**config.mk**
```make
export PLATFORM = sky130hd
export DESIGN_NAME = mp_add_seq
export DESIGN_NICKNAME = d
export VERILOG_FILES = /design/src/rtl/mp_add_pkg.sv /design/src/rtl/mp_add_seq_carryincadder.sv /design/src/rtl/mp_add_seq.sv
export SDC_FILE = /design/constraint.sdc
export NUM_CORES = 1
export LEC_CHECK = 0
export ABC_AREA = 1
export BUFFER_PORTS_ARGS = -buffer_cell sky130_fd_sc_hd__buf_2
export CAP_MARGIN = 20
export CORE_MARGIN = 4
export CORE_UTILIZATION = 53
export CTS_CLUSTER_DIAMETER = 50
export CTS_CLUSTER_SIZE = 20
export DETAILED_ROUTE_END_ITERATION = 8
export PLACE_DENSITY = 0.82
export SLEW_MARGIN = 5
export SYNTH_ARGS = -nofsm -noshare
export SYNTH_HDL_FRONTEND = slang
export SYNTH_SLANG_ARGS = --single-unit
```
**constraint.sdc**
```tcl
create_clock -name clk -period 2.7 [get_ports clk]
set_input_delay 0.27 -clock clk [delete_from_list [all_inputs] [get_ports clk]]
set_output_delay 0.27 -clock clk [all_outputs]
set_load 0.005 [all_outputs]
```
**src/rtl/mp_add_pkg.sv**
```systemverilog
// Shared types and constants for the multi-precision add sequencer.
// One adder datapath word is WORD_W bits wide; WORDS_DEF is the default operand length in words.
package mp_add_pkg;
   localparam int WORD_W    = 32;
   localparam int WORDS_DEF = 4;

   typedef enum logic [1:0] {
      IDLE  = 2'd0,
      RUN   = 2'd1,
      DRAIN = 2'd2
   } state_t;
endpackage

```
**src/rtl/mp_add_seq_carryincadder.sv**
```systemverilog
// Combinational 32-bit carry-increment adder: 8-bit blocks add with carry-in 0 and are then
// incremented when the rippled block carry is set. Zero latency, no handshake.
module Carryincadder
   import mp_add_pkg::*;
(
   input  logic [WORD_W-1:0] a,
   input  logic [WORD_W-1:0] b,
   input  logic              c0,
   output logic [WORD_W-1:0] sum,
   output logic              cout,
   output logic              of
);
   localparam int BLK  = 8;
   localparam int NBLK = WORD_W / BLK;

   logic [NBLK:0]  c;
   logic [BLK:0]   s0;
   logic [BLK-1:0] s1;

   always_comb begin
      c    = '0;
      c[0] = c0;
      sum  = '0;
      s0   = '0;
      s1   = '0;
      for (int i = 0; i < NBLK; i++) begin
         s0 = {1'b0, a[i*BLK +: BLK]} + {1'b0, b[i*BLK +: BLK]};
         s1 = s0[BLK-1:0] + {{(BLK-1){1'b0}}, c[i]};
         sum[i*BLK +: BLK] = s1;
         // Block propagates the incoming carry only when its zero-carry sum is all ones.
         c[i+1] = s0[BLK] | (c[i] & (&s0[BLK-1:0]));
      end
      cout = c[NBLK];
      of   = (a[WORD_W-1] == b[WORD_W-1]) && (sum[WORD_W-1] != a[WORD_W-1]);
   end
endmodule

```
**src/rtl/mp_add_seq.sv**
```systemverilog
// Multi-precision add sequencer: WORDS x 32-bit words through one adder, LS word first, 1-cycle
// accept-to-output latency, single output register stalls input when full; MP_ADD_SEQ_SUB_EN adds subtract.
module mp_add_seq
   import mp_add_pkg::*;
#(
   parameter int WORDS = WORDS_DEF,
   parameter int CNT_W = $clog2(WORDS)
) (
   input  logic              clk,
   input  logic              rst_n,
   input  logic              start,
`ifdef MP_ADD_SEQ_SUB_EN
   input  logic              sub,
`endif
   input  logic              in_valid,
   output logic              in_ready,
   input  logic [WORD_W-1:0] a_word,
   input  logic [WORD_W-1:0] b_word,
   output logic              out_valid,
   input  logic              out_ready,
   output logic [WORD_W-1:0] sum_word,
   output logic              out_last,
   output logic              cout,
   output logic              of,
   output logic              busy,
   output logic              done
);
   state_t            state, state_next;
   logic [CNT_W-1:0]  cnt;
   logic              carry_reg;
   logic [WORD_W-1:0] b_eff, add_sum;
   logic              add_cout, add_of;
   logic              accept, last_word, carry_init;

`ifdef MP_ADD_SEQ_SUB_EN
   logic sub_q;
   assign b_eff      = sub_q ? ~b_word : b_word;
   assign carry_init = sub;
`else
   assign b_eff      = b_word;
   assign carry_init = 1'b0;
`endif

   assign last_word = (cnt == CNT_W'(WORDS - 1));
   assign accept    = in_valid && in_ready;

   Carryincadder u_adder (
      .a    (a_word),
      .b    (b_eff),
      .c0   (carry_reg),
      .sum  (add_sum),
      .cout (add_cout),
      .of   (add_of)
   );

   always_comb begin
      state_next = state;
      in_ready   = 1'b0;
      busy       = (state != IDLE);
      case (state)
         IDLE: if (start) state_next = RUN;
         RUN: begin
            in_ready = !out_valid || out_ready;
            if (in_valid && in_ready && last_word) state_next = DRAIN;
         end
         DRAIN: if (out_valid && out_ready) state_next = IDLE;
         default: state_next = IDLE;
      endcase
   end

   always_ff @(posedge clk or negedge rst_n) begin
      if (!rst_n) state <= IDLE;
      else        state <= state_next;
   end

   always_ff @(posedge clk or negedge rst_n) begin
      if (!rst_n) begin
         cnt       <= '0;
         carry_reg <= 1'b0;
         out_valid <= 1'b0;
         sum_word  <= '0;
         out_last  <= 1'b0;
         cout      <= 1'b0;
         of        <= 1'b0;
         done      <= 1'b0;
`ifdef MP_ADD_SEQ_SUB_EN
         sub_q     <= 1'b0;
`endif
      end else begin
         done <= 1'b0;
         case (state)
            IDLE: if (start) begin
               cnt       <= '0;
               carry_reg <= carry_init;
               cout      <= 1'b0;
               of        <= 1'b0;
`ifdef MP_ADD_SEQ_SUB_EN
               sub_q     <= sub;
`endif
            end
            RUN: begin
               if (accept) begin
                  sum_word  <= add_sum;
                  carry_reg <= add_cout;
                  out_valid <= 1'b1;
                  if (last_word) begin
                     out_last <= 1'b1;
                     cout     <= add_cout;
                     of       <= add_of;
                  end else begin
                     cnt <= cnt + CNT_W'(1);
                  end
               end else if (out_valid && out_ready) begin
                  out_valid <= 1'b0;
               end
            end
            DRAIN: if (out_valid && out_ready) begin
               out_valid <= 1'b0;
               out_last  <= 1'b0;
               done      <= 1'b1;
            end
            default: ;
         endcase
      end
   end
endmodule
```
==> results.py <==
metrics = {
    "routing": {
        "drt-total-wl_um": 9283,
        "ant_nets": 0,
        "drt_iter0_markers": 108,
        "vias": 3828,
        "avgViaCountPerCell": 5.070,
        "first_pass_iters": 4,
        "drc_errors": 0,
        "wl_per_cell_um": 12.30,
    },
    "pwr": {
        "power_frac_seq_pct": 34.3,
        "max-vdd-ir-drop_mv": 0.3639,
        "switchingPower_mw": 1.313,
        "swShare_pct": 41.37,
        "p_comb_share_pct": 52.2,
        "pwr-share-clk_pct": 13.5,
        "p_per_area_nw_per_um2": 642.5,
        "intPower_mw": 1.861,
        "leakage_nw": 2.784,
    },
    "final_layout": {
        "final_common_cell": "nand2_1",
        "diodes": 0,
        "largest_reg_flops": 32,
        "drive_above_1_share_pct": 33.19,
        "layout_common_cells": "nand2_1 (155), buf_2 (105), inv_1 (62), buf_4 (53), dfrtp_1 (42)",
        "reg_top3": "sum_word: 32 flops, cnt: 2 flops, state: 2 flops",
        "largest-register": "sum_word",
        "syn2layout_area_growth_pct": 34.78,
        "fin_nets": 791,
        "fill_cells": 538,
    },
    "critical_path": {
        "rr_worst_depth": 18,
        "reg2reg_setup_slack_ps": 300,
        "reg2reg_to": "sum_word[30]",
        "cpLargestDelayFamily": "simple AND/OR/NAND/NOR gates",
        "crit_slowest_cell": "fa_2",
        "startpoint_type": "input port",
        "crit_type": "input port to register",
        "crit_chain": "buf_2 -> ha_2 -> fa_2 -> nand3_1 -> nand3_1 -> nand2_2 -> nand2_1 -> nor2_1 -> nand2_1 -> nand2_2 -> nand2_1 -> nand2_2 -> nand2_2 -> nand2_2 -> ha_4 -> ha_4 -> nand2_2 -> nor2_1 -> inv_1 -> nor2_2 -> nand3_1 -> xnor2_1 -> o21ai_1",
        "cp-end-kind": "register",
        "cpMostUsedCell": "nand2_2",
        "r2r-start": "carry_reg",
        "path_max_fanout": 3,
        "crit_arrival_ps": 2840,
        "cp_data_required_time_ps": 2860,
        "cpPeakStageDelay_ps": 410,
        "crit_buf_inv": 2,
    },
    "synth": {
        "async_reset_ff_share_pct": 100.0,
        "synth_ff_type": "dfrtp_1",
        "synthesis.nets": 631,
        "avgSynthCellArea_um2": 7.132,
        "synth-seq-cells": 42,
        "synth.largest_area_cell": "dfrtp_1",
        "netlist.area_leader.share_pct": 28.67,
        "yosysUniqueCellTypes": 35,
        "synth_edf_count": 0,
        "yosysWarnings": 0,
        "ys_seq_area_share_pct": 28.67,
        "synthesis.area_um2": 3666,
        "synth_cells": 514,
        "synth_area_leaders": "dfrtp_1 (29%), nand2_1 (17%), ha_1 (15%)",
    },
    "clocking": {
        "cts_inserted_buffers": 5,
        "cts_buffer_depth": 2,
        "cts_htree_levels": 2,
        "clk_latency_ps": 290,
        "cts_tree": "done",
        "clkSinkCount": 42,
        "root_buffer": "clkbuf_8",
        "cts.clk_slew.worst_paths_ps": 80,
    },
    "grt": {
        "grt_antenna_before_repair": 0,
        "grt_usage_pct": 22.13,
        "busiest_layer": "met2",
        "met3_usage_pct": 3.728,
        "met2_usage_pct": 39.85,
        "overflow": 0,
        "use_met1_pct": 27.36,
        "grt_max_degree": 43,
        "grt_pass1_vias": 3692,
        "grt_first_pass_wirelength_um": 15480,
    },
    "worst_hold_path": {
        "min_path_type": "input port to async pin",
    },
    "placement": {
        "routabilityCongestion": 0.8831,
        "dp_hpwl_um": 7386,
        "pre_cts_slack_ps": -379.3,
        "placement.io_buffers": 107,
    },
    "sta": {
        "slew_violations": 0,
        "max_slew.worst_pin.slew_ps": 939.8,
        "hold_viol_final": 0,
        "slew_headroom_pct": 37.35,
        "timing.final.crit_share_pct": 99.20,
        "fin_skew_ps": 6.413,
        "fin_crit_ps": 2678,
        "finalWorstSetupSlack_ps": 21.68,
        "whs_ps": 106.1,
        "rsz0062_at_grt": "true",
        "max_freq_mhz": 373.4,
        "setup_viol_count_final": 0,
    },
    "floorplanning": {
        "ioPinCount": 108,
        "start_util_pct": 54.26,
        "core_um2": 6756,
        "die_h_um": 91.17,
        "die-width_um": 91.17,
        "std_cell_rows": 30,
        "dieArea_um2": 8312,
    },
    "flow_run": {
        "max-cap-violations": 0,
    },
    "status": {
        "status": "completed",
    },
}
synth_stat cells (all sizes together) (2+ instances only):
cell / number
xnor2: 14
nor3: 5
dfrtp: 42
nand2: 168
clkbuf: 6
inv: 67
nand3: 40
o21ai: 30
nand3b: 2
or2: 3
nor2: 34
a21oi: 25
a22o: 2
fa: 4
ha: 44
nand4: 7
xor2: 12
layout make-up:
| class | instances | area, um2 | share of cell area (%) |
|---|---|---|---|
| repair buffers | 160 | 945.9 | 19.14 |
| well taps | 80 | 100.1 | 2.026 |
| clock inverters | 2 | 12.51 | 0.2532 |
| inverters | 67 | 251.5 | 5.090 |
| flip-flops and latches | 42 | 1051 | 21.27 |
| multi-input cells | 398 | 2497 | 50.54 |
| clock buffers | 6 | 82.58 | 1.671 |
logic make-up after synthesis:
logic type,share of synthesized area [%]
AOI/OAI and AO/OA,9.727
xor gates and xnor gates,6.621
adders and majority gates,17.20
buffers and inverters,7.781
DFF,28.67
and+or+nand+nor,30.00
stage by stage:
stage | setup TNS, ps | util, % | power, mW | area, um2 | std cells
CTS | 0 | 70.94 | 3.151 | 4793 | 752
global placement | -1667 | 69.46 | 2.631 | 4693 | 744
detailed placement | -2620 | 69.46 | 2.705 | 4693 | 744
floorplan | 0 | - | 2.017 | 3716 | 514
global route | -1107 | 73.13 | 3.476 | 4941 | 755
finish | 0 | 73.13 | 3.175 | 4941 | 755
repair_timing:
action / in CTS / in global routing
gates resized for setup: 3 / 35
hold buffers: 0 / 0
pin swaps: 1 / 26
setup endpoints to repair: 1 / 12
buffers inserted: 0 / 3
worst max path at each step:
stage | start | endpoint | slack, ps | cells after the start
finish | a_word[0] | sum_word[30] | 20 | 23
global route | a_word[0] | sum_word[30] | -260 | 23
CTS | a_word[8] | sum_word[30] | 2 | 24
detailed placement | a_word[0] | sum_word[30] | -380 | 23
global placement | a_word[8] | sum_word[30] | -290 | 24
floorplan | a_word[8] | sum_word[30] | 2 | 23
power by group through the flow:
stage / Clock [mW] / Combinational (mW) / Sequential [mW]
after floorplan: 0 / 0.942 / 1.07
after global placement: 0 / 1.55 / 1.08
after detailed placement: 0 / 1.61 / 1.10
after CTS: 0.441 / 1.62 / 1.09
after global routing: 0.470 / 1.89 / 1.12
final: 0.427 / 1.66 / 1.09
metal layers:
metal	vias to the layer above	share of wire (%)
met5	-	0
met4	0	1.3
met3	15	4.9
met2	97	51
met1	1741	43
li1	1975	-
(Power assumes the default switching activity.)
